### src/rtl/alu_pkg.sv
// Shared ALU definitions: opcode map, controller state encoding and opcode helpers.
package alu_pkg;

  localparam logic [5:0] ALU_ADD    = 6'h00;
  localparam logic [5:0] ALU_MUL    = 6'h01;
  localparam logic [5:0] ALU_DIV    = 6'h02;
  localparam logic [5:0] ALU_MOD    = 6'h03;
  localparam logic [5:0] ALU_SLL    = 6'h04;
  localparam logic [5:0] ALU_SRL    = 6'h05;
  localparam logic [5:0] ALU_SRA    = 6'h06;
  localparam logic [5:0] ALU_SLT    = 6'h07;
  localparam logic [5:0] ALU_SLTU   = 6'h08;
  localparam logic [5:0] ALU_AND    = 6'h09;
  localparam logic [5:0] ALU_OR     = 6'h0A;
  localparam logic [5:0] ALU_NOR    = 6'h0B;
  localparam logic [5:0] ALU_LUI    = 6'h0C;
  localparam logic [5:0] ALU_MULH   = 6'h0D;
  localparam logic [5:0] ALU_MULHU  = 6'h0E;
  localparam logic [5:0] ALU_SUB    = 6'h0F;
  localparam logic [5:0] ALU_NAND   = 6'h10;
  localparam logic [5:0] ALU_XOR    = 6'h11;
  localparam logic [5:0] ALU_OP_MAX = 6'h11;

  typedef enum logic [1:0] {
    IDLE = 2'd0,
    READ = 2'd1,
    EXEC = 2'd2,
    WB   = 2'd3
  } state_t;

  function automatic logic isDivOp(input logic [5:0] op);
    return (op == ALU_DIV) || (op == ALU_MOD);
  endfunction

endpackage

### src/rtl/alu_issue_ctrl.sv
// Four-state issue controller: accepts one op, reads operands, drives the external ALU
// for exactly one cycle, then writes the captured result back to the register file.
module alu_issue_ctrl
  import alu_pkg::*;
#(
  parameter int DATA_W   = 32,
  parameter int RADDR_W  = 5,
  parameter int IMM_W    = 16,
  parameter bit R0_ZERO  = 1'b1,
  parameter bit IMM_SEXT = 1'b1
) (
  input  logic               clk,
  input  logic               rst,
  input  logic               instr_valid,
  output logic               instr_ready,
  input  logic [5:0]         instr_op,
  input  logic [RADDR_W-1:0] instr_rd,
  input  logic [RADDR_W-1:0] instr_rs,
  input  logic [RADDR_W-1:0] instr_rt,
  input  logic               instr_use_imm,
  input  logic [IMM_W-1:0]   instr_imm,
  output logic [RADDR_W-1:0] rf_raddr1,
  output logic [RADDR_W-1:0] rf_raddr2,
  input  logic [DATA_W-1:0]  rf_rdata1,
  input  logic [DATA_W-1:0]  rf_rdata2,
  output logic [DATA_W-1:0]  alu_regA,
  output logic [DATA_W-1:0]  alu_regB,
  output logic [5:0]         alu_op,
  input  logic [DATA_W-1:0]  alu_result,
  input  logic               alu_zero,
  output logic               rf_we,
  output logic [RADDR_W-1:0] rf_waddr,
  output logic [DATA_W-1:0]  rf_wdata,
  output logic               done,
  output logic               zero_flag,
  output logic               err_div0,
  output logic               err_illegal
);

  state_t               state_r, nextState_s;
  logic [5:0]           op_r;
  logic [RADDR_W-1:0]   rd_r, raddr1_r, raddr2_r, rfWaddr_r;
  logic                 useImm_r;
  logic [IMM_W-1:0]     imm_r;
  logic [DATA_W-1:0]    immExt_s, opB_s;
  logic [DATA_W-1:0]    aluRegA_r, aluRegB_r, rfWdata_r;
  logic [5:0]           aluOp_r;
  logic                 div0_r, illegal_r;
  logic                 instrReady_r, rfWe_r, done_r, zeroFlag_r, errDiv0_r, errIllegal_r;
  logic                 accept_s;

  assign accept_s = instr_valid && instrReady_r;

  // Next-state logic
  always_comb begin
    nextState_s = state_r;
    case (state_r)
      IDLE: begin
        if (accept_s) nextState_s = READ;
        else          nextState_s = IDLE;
      end
      READ:    nextState_s = EXEC;
      EXEC:    nextState_s = WB;
      WB:      nextState_s = IDLE;
      default: nextState_s = IDLE;
    endcase
  end

  // Operand B selection with immediate extension
  always_comb begin
    immExt_s = '0;
    if (IMM_SEXT) immExt_s = {{(DATA_W-IMM_W){imm_r[IMM_W-1]}}, imm_r};
    else          immExt_s = {{(DATA_W-IMM_W){1'b0}}, imm_r};
    if (useImm_r) opB_s = immExt_s;
    else          opB_s = rf_rdata2;
  end

  // State register
  always_ff @(posedge clk or posedge rst) begin
    if (rst) state_r <= IDLE;
    else     state_r <= nextState_s;
  end

  // Instruction latch and read addresses, captured on the accept edge
  always_ff @(posedge clk or posedge rst) begin
    if (rst) begin
      op_r     <= 6'h00;
      rd_r     <= '0;
      useImm_r <= 1'b0;
      imm_r    <= '0;
      raddr1_r <= '0;
      raddr2_r <= '0;
    end else if (accept_s) begin
      op_r     <= instr_op;
      rd_r     <= instr_rd;
      useImm_r <= instr_use_imm;
      imm_r    <= instr_imm;
      raddr1_r <= instr_rs;
      raddr2_r <= instr_rt;
    end
  end

  // ALU drive is non-zero only during EXEC; exceptions are classified at the end of READ
  always_ff @(posedge clk or posedge rst) begin
    if (rst) begin
      aluRegA_r <= '0;
      aluRegB_r <= '0;
      aluOp_r   <= 6'h00;
      div0_r    <= 1'b0;
      illegal_r <= 1'b0;
    end else if (state_r == READ) begin
      aluRegA_r <= rf_rdata1;
      aluRegB_r <= opB_s;
      aluOp_r   <= op_r;
      div0_r    <= isDivOp(op_r) && (opB_s == '0);
      illegal_r <= op_r > ALU_OP_MAX;
    end else begin
      aluRegA_r <= '0;
      aluRegB_r <= '0;
      aluOp_r   <= 6'h00;
    end
  end

  // Write-back and status outputs, loaded from the ALU at the end of EXEC
  always_ff @(posedge clk or posedge rst) begin
    if (rst) begin
      instrReady_r <= 1'b1;
      rfWe_r       <= 1'b0;
      rfWaddr_r    <= '0;
      rfWdata_r    <= '0;
      done_r       <= 1'b0;
      zeroFlag_r   <= 1'b0;
      errDiv0_r    <= 1'b0;
      errIllegal_r <= 1'b0;
    end else begin
      instrReady_r <= (nextState_s == IDLE);
      if (state_r == EXEC) begin
        rfWe_r       <= !div0_r && !illegal_r && !(R0_ZERO && (rd_r == '0));
        rfWaddr_r    <= rd_r;
        rfWdata_r    <= alu_result;
        done_r       <= 1'b1;
        errDiv0_r    <= div0_r;
        errIllegal_r <= illegal_r;
        if (!div0_r && !illegal_r) zeroFlag_r <= alu_zero;
        else                       zeroFlag_r <= zeroFlag_r;
      end else begin
        rfWe_r       <= 1'b0;
        done_r       <= 1'b0;
        errDiv0_r    <= 1'b0;
        errIllegal_r <= 1'b0;
      end
    end
  end

  assign instr_ready = instrReady_r;
  assign rf_raddr1   = raddr1_r;
  assign rf_raddr2   = raddr2_r;
  assign alu_regA    = aluRegA_r;
  assign alu_regB    = aluRegB_r;
  assign alu_op      = aluOp_r;
  assign rf_we       = rfWe_r;
  assign rf_waddr    = rfWaddr_r;
  assign rf_wdata    = rfWdata_r;
  assign done        = done_r;
  assign zero_flag   = zeroFlag_r;
  assign err_div0    = errDiv0_r;
  assign err_illegal = errIllegal_r;

endmodule

### config.mk
export PLATFORM = sky130hd
export DESIGN_NAME = alu_issue_ctrl
export DESIGN_NICKNAME = d
export VERILOG_FILES = /design/src/rtl/alu_pkg.sv /design/src/rtl/alu_issue_ctrl.sv
export SDC_FILE = /design/constraint.sdc
export NUM_CORES = 1
export LEC_CHECK = 0
export CAP_MARGIN = 20
export CORE_UTILIZATION = 42
export DETAILED_ROUTE_END_ITERATION = 6
export PLACE_DENSITY = 0.84
export SLEW_MARGIN = 10
export SYNTH_ARGS = -nofsm -noshare
export SYNTH_HDL_FRONTEND = slang
export SYNTH_SLANG_ARGS = --single-unit
### constraint.sdc
create_clock -name clk -period 7.5 [get_ports clk]
set_clock_uncertainty 0.05 [all_clocks]
set_input_delay 1.5 -clock clk [delete_from_list [all_inputs] [get_ports clk]]
set_output_delay 1.5 -clock clk [all_outputs]
set_load 0.01 [all_outputs]
Yosys cells after proc, flatten, opt, wreduce, memory -nomap -nowiden
Cells that the tools add are included.
{"block": "totals", "wordCells": 49, "input_bits": 138, "regBits": 155}
{"block": "classes", "n_eq_ne": 5, "muxes": 10, "n_lt_le_gt_ge": 1, "n_reduce_logical": 13}
{"op": "$mux 32", "n": 3}
{"op": "$logic_not 32->1", "n": 1}
{"op": "$eq 6x2->1 const B", "n": 2}
{"op": "$pmux 2 s4", "n": 1}
{"op": "$gt 6x5->1 const B", "n": 1}
{"op": "$mux 6", "n": 1}
{"op": "$logic_not 5->1", "n": 1}
{"op": "$mux 1", "n": 5}
{"op": "$eq 2x2->1 const B", "n": 2}
{"op": "$logic_and 1x1->1", "n": 4}
{"op": "$logic_not 2->1", "n": 2}
{"op": "$logic_not 1->1", "n": 3}
{"op": "$eq 2x1->1 const B", "n": 1}
{"op": "$reduce_and 2->1", "n": 1}
{"op": "$logic_or 1x1->1", "n": 1}

Longest topological paths before layout
{"block": "depth", "word_depth": 4, "mapped_depth": 7}

Least setup slack after synthesis
OpenSTA, ideal clock, no wires.
{"block": "synth_timing", "path_kind": "input -> register", "start": "in rf_rdata2[2]", "end": "reg div0_r", "setup_ns": 0.081, "t_required_ns": 7.369, "stages": 4, "arrival_time_ns": 2.380, "path_slack_ns": 4.989, "path_cell_list": "or4_1 o22ai_1 o2111ai_1 o22ai_2"}
{"block": "synth_between", "elab_chain_len": 3}
{"item": "start: declaration", "line": "alu_issue_ctrl.sv:25", "rtl": "input logic [DATA_W-1:0] rf_rdata2,"}
{"item": "$mux 32", "line": "alu_issue_ctrl.sv:74", "rtl": "if (useImm_r) opB_s = immExt_s;"}
{"item": "$logic_not 32->1", "line": "alu_issue_ctrl.sv:115", "rtl": "div0_r <= isDivOp(op_r) && (opB_s == '0);"}
{"item": "$logic_and 1x1->1", "line": "alu_issue_ctrl.sv:115"}
{"item": "end signal: assignment", "line": "alu_issue_ctrl.sv:115"}
{"item": "end: declaration", "line": "alu_issue_ctrl.sv:48", "rtl": "logic div0_r, illegal_r;"}
No other way between the ends.
A chain may end at the register's enable or synchronous reset.

Final worst setup path
{"block": "layout_timing", "start": "reg instrReady_r, in the netlist instr_ready", "end": "out instr_ready"}
{"item": "start: declaration", "line": "alu_issue_ctrl.sv:49", "rtl": "logic instrReady_r, rfWe_r, done_r, zeroFlag_r, errDiv0_r, errIllegal_r;"}
{"item": "start signal: assignment", "line": "alu_issue_ctrl.sv:136", "rtl": "instrReady_r <= (nextState_s == IDLE);"}
{"item": "end: declaration", "line": "alu_issue_ctrl.sv:15", "rtl": "output logic instr_ready,"}
No word-level cell between the ends.

==> flow_metrics.env <==
export IMPL_status="completed"
export IMPL_numCtsBuffers=17
export IMPL_period_needed_ps=3072
export IMPL_num_vias=4114
export IMPL_antenna_found_initial=1
export IMPL_wl_mm=14.50
export IMPL_drv_cap=0
export IMPL_pre_cts_slack_ps=3832
export IMPL_wl_per_cell_um=16.98
export IMPL_r2r_setup_slack_ps=5060
export IMPL_min_path_type="flip-flop to flip-flop"
export IMPL_yosys_warnings=0
export IMPL_grt_pass1_vias=4499
export IMPL_synth_largest_area_cell="dfrtp_1"
export IMPL_place_congestion=0.7987
export IMPL_criticalPathCategory="flip-flop to output pin"
export IMPL_num_nets_final=805
export IMPL_gr_usage_met1_pct=23.06
export IMPL_fin_setup_tns_ps=0
export IMPL_path_cells="clkdlybuf4s50_1"
export IMPL_leakagePower_nw=3.973
export IMPL_die_w_um=120.1
export IMPL_htree_num_levels=4
export IMPL_synth_cells=403
export IMPL_slowest_delay_ps=560
export IMPL_clock_latency_ps=420
export IMPL_gr_usage_met3_pct=7.082
export IMPL_avgViaCountPerCell=4.817
export IMPL_portBuffers=260
export IMPL_die_area_um2=14430
export IMPL_synth_nets=544
export IMPL_nFillCells=957
export IMPL_clk_path_buf_depth=2
export IMPL_rsz0062_at_grt="false"
export IMPL_cpMaxStageDelayCell="clkdlybuf4s50_1"
export IMPL_slew_viol_final=0
export IMPL_grt_start_max_net_pins=87
export IMPL_critical_path_top_delay_family="buffers and inverters"
export IMPL_grt_usage_pct=21.08
export IMPL_holdWs_ps=431.5
export IMPL_cts_sinks=155
export IMPL_min_path_cells=1
export IMPL_clk_pin_slew_ps=60
export IMPL_hp_start="op_r[0]$_DFFE_PP0P_"
export IMPL_reg2reg_depth=5
export IMPL_dp_hpwl_mm=10.25
export IMPL_drive_above_1_share_pct=17.13
export IMPL_max_slew_margin_pct=37.08
export IMPL_hold_buffers=0
export IMPL_worst_pin_slew_ps=940.5
export IMPL_postSynthAreaPerCell_um2=14.54
export IMPL_ys_seq_area_share_pct=66.22
export IMPL_start_util_pct=43.73
export IMPL_met2_usage_pct=36.78
export IMPL_busiest_layer="met2"
export IMPL_start_kind="flip-flop"
export IMPL_cp_startpoint="instr_ready$_DFF_PP1_"
export IMPL_worstSetupEndpointType="output pin"
export IMPL_cts_tree="built"
export IMPL_fmax_ghz=0.3255
export IMPL_root_buffer="clkbuf_16"
export IMPL_ir_drop_mv=0.2166
export IMPL_cp_arrival_ps=1520
export IMPL_ios=261
export IMPL_synthTopCellsByArea="dfrtp_1, mux2_2, and2_1"
export IMPL_r2r_end="zero_flag$_DFFE_PP0P_"
export IMPL_rows=42
export IMPL_power_density_nw_per_um2=379.5
export IMPL_drc=0
export IMPL_async_flop_share_pct=100.0
export IMPL_worst_ep_required_time_ps=5950
export IMPL_setup_violations=0
export IMPL_netlist_area_um2=5859
export IMPL_grt_pass1_wl_mm=22.81
export IMPL_fin_ws_ps=4428
export IMPL_design_core_area_um2=13400
export IMPL_cp_num_buf_inv=1
export IMPL_postCtsSetupRepairBufs=0
export IMPL_hold_end="alu_op[0]$_DFF_PP0_"
export IMPL_synth_cell_type_count=33
export IMPL_synth_ff_type="dfrtp_1"
export IMPL_areaGrowthSynthToFinish_pct=58.32
export IMPL_hold_viol=0
export IMPL_yosys_register_bits=155
export IMPL_drt_iter0_drc=198
export IMPL_worstReg2RegStart="state_r[0]$_DFF_PP0_"
export IMPL_ant_nets=0
export IMPL_period_share_pct=40.96
export IMPL_cts_resized=0
export IMPL_firstDrtPassIters=4
export IMPL_synth_top_cell_area_share_pct=65.77
export IMPL_crit_path_max_fanout=3
export IMPL_grt_overflow_total=0
export IMPL_synth_edf_count=0
export IMPL_die_height_um=120.1
==> how the worst max path moves through the flow <==
stage | endpoint | slack [ps] | cells after the start
after floorplan | alu_op[0]$_DFF_PP0_ | 1770 | 1
after detailed placement | alu_regA[29]$_DFF_PP0_ | 3830 | 3
after global placement | alu_regA[25]$_DFF_PP0_ | 3940 | 3
after CTS | alu_regA[24]$_DFF_PP0_ | 4280 | 3
after global routing | instr_ready | 4380 | 1
final | instr_ready | 4430 | 1
==> cell usage after synthesis, types with 2 or more instances <==
cell type / instances
dfrtp_1: 154
mux2_2: 76
and2_1: 39
a21boi_0: 17
nand2b_1: 17
mux2i_1: 15
nor2b_1: 15
buf_2: 10
clkbuf_1: 10
nor2_1: 7
nor4_1: 6
inv_1: 5
a21oi_1: 3
ha_1: 3
buf_4: 2
nand2_1: 2
nor3_1: 2
o22ai_1: 2
or3_1: 2
or4_1: 2
or4b_1: 2
==> registers in the layout (all words and copies together), names as in the netlist <==
register     cells
rf_we            1
err_div0         1
rf_raddr1        5
rf_wdata        32
illegal_r        1
useImm_r         1
rf_waddr         5
alu_regA        32
imm_r           16
op_r             6
rf_raddr2        5
state_r          2
done             1
div0_r           1
instr_ready      1
err_illegal      1
alu_regB        32
alu_op           6
zero_flag        1
rd_r             5
==> layout make-up <==
class / count / area [µm²] / share of cell area [%]
inverters: 5 / 23.77 / 0.2563
flip-flops and latches: 155 / 3880 / 41.83
multi-input cells: 221 / 1866 / 20.11
well taps: 176 / 220.2 / 2.374
diodes: 1 / 2.502 / 0.02698
repair buffers: 264 / 2653 / 28.59
clock buffers: 19 / 432.9 / 4.667
clock inverters: 13 / 198.9 / 2.145
==> routing by layer <==
metal	share of wire [%]	vias up
li1	-	1893
met1	38	2029
met2	53	168
met3	7.4	24
met4	2.3	0
met5	0	-
==> logic make-up after synthesis <==
logic type | synth area share (%)
buf+inv | 2.071
mux | 17.17
fa+ha+maj | 0.6407
flops | 66.22
simple gates | 10.25
compound gates | 3.651
==> report_power, final <==
part	internal (W)	total (W)	switching [W]
Clock	0.000587	0.000907	0.000320
Sequential	0.00115	0.00132	0.000170
Combinational	0.000782	0.00129	0.000512
Total	0.00252	0.00352	0.00100
==> through the flow <==
step	area [µm²]	total power [W]	util (%)	cells
after global placement	8615	0.002577	64.29	820
after detailed placement	8615	0.002634	64.29	820
final	9276	0.003520	69.23	854
after global routing	9276	0.003716	69.23	854
after CTS	9246	0.003562	69.00	852
after floorplan	5859	0.001971	-	403
==> cell usage in the layout, fill, tap and decap left out, types with 2 or more instances in the layout <==
| cell | count |
|---|---|
| or4b_1 | 2 |
| clkbuf_1 | 2 |
| a21oi_1 | 3 |
| nor4_1 | 6 |
| nand2b_1 | 17 |
| nor2b_1 | 15 |
| clkinvlp_4 | 2 |
| buf_4 | 3 |
| dfrtp_1 | 154 |
| a21boi_0 | 17 |
| clkbuf_16 | 17 |
| clkdlybuf4s50_1 | 260 |
| clkinv_2 | 5 |
| nor2_1 | 7 |
| and2_1 | 39 |
| nor3_1 | 2 |
| ha_2 | 2 |
| mux2_2 | 76 |
| bufinv_16 | 5 |
| or3_1 | 2 |
| inv_1 | 4 |
| o22ai_1 | 2 |
| mux2i_1 | 15 |
| or4_1 | 2 |
Power figures use the tool's default switching activity.
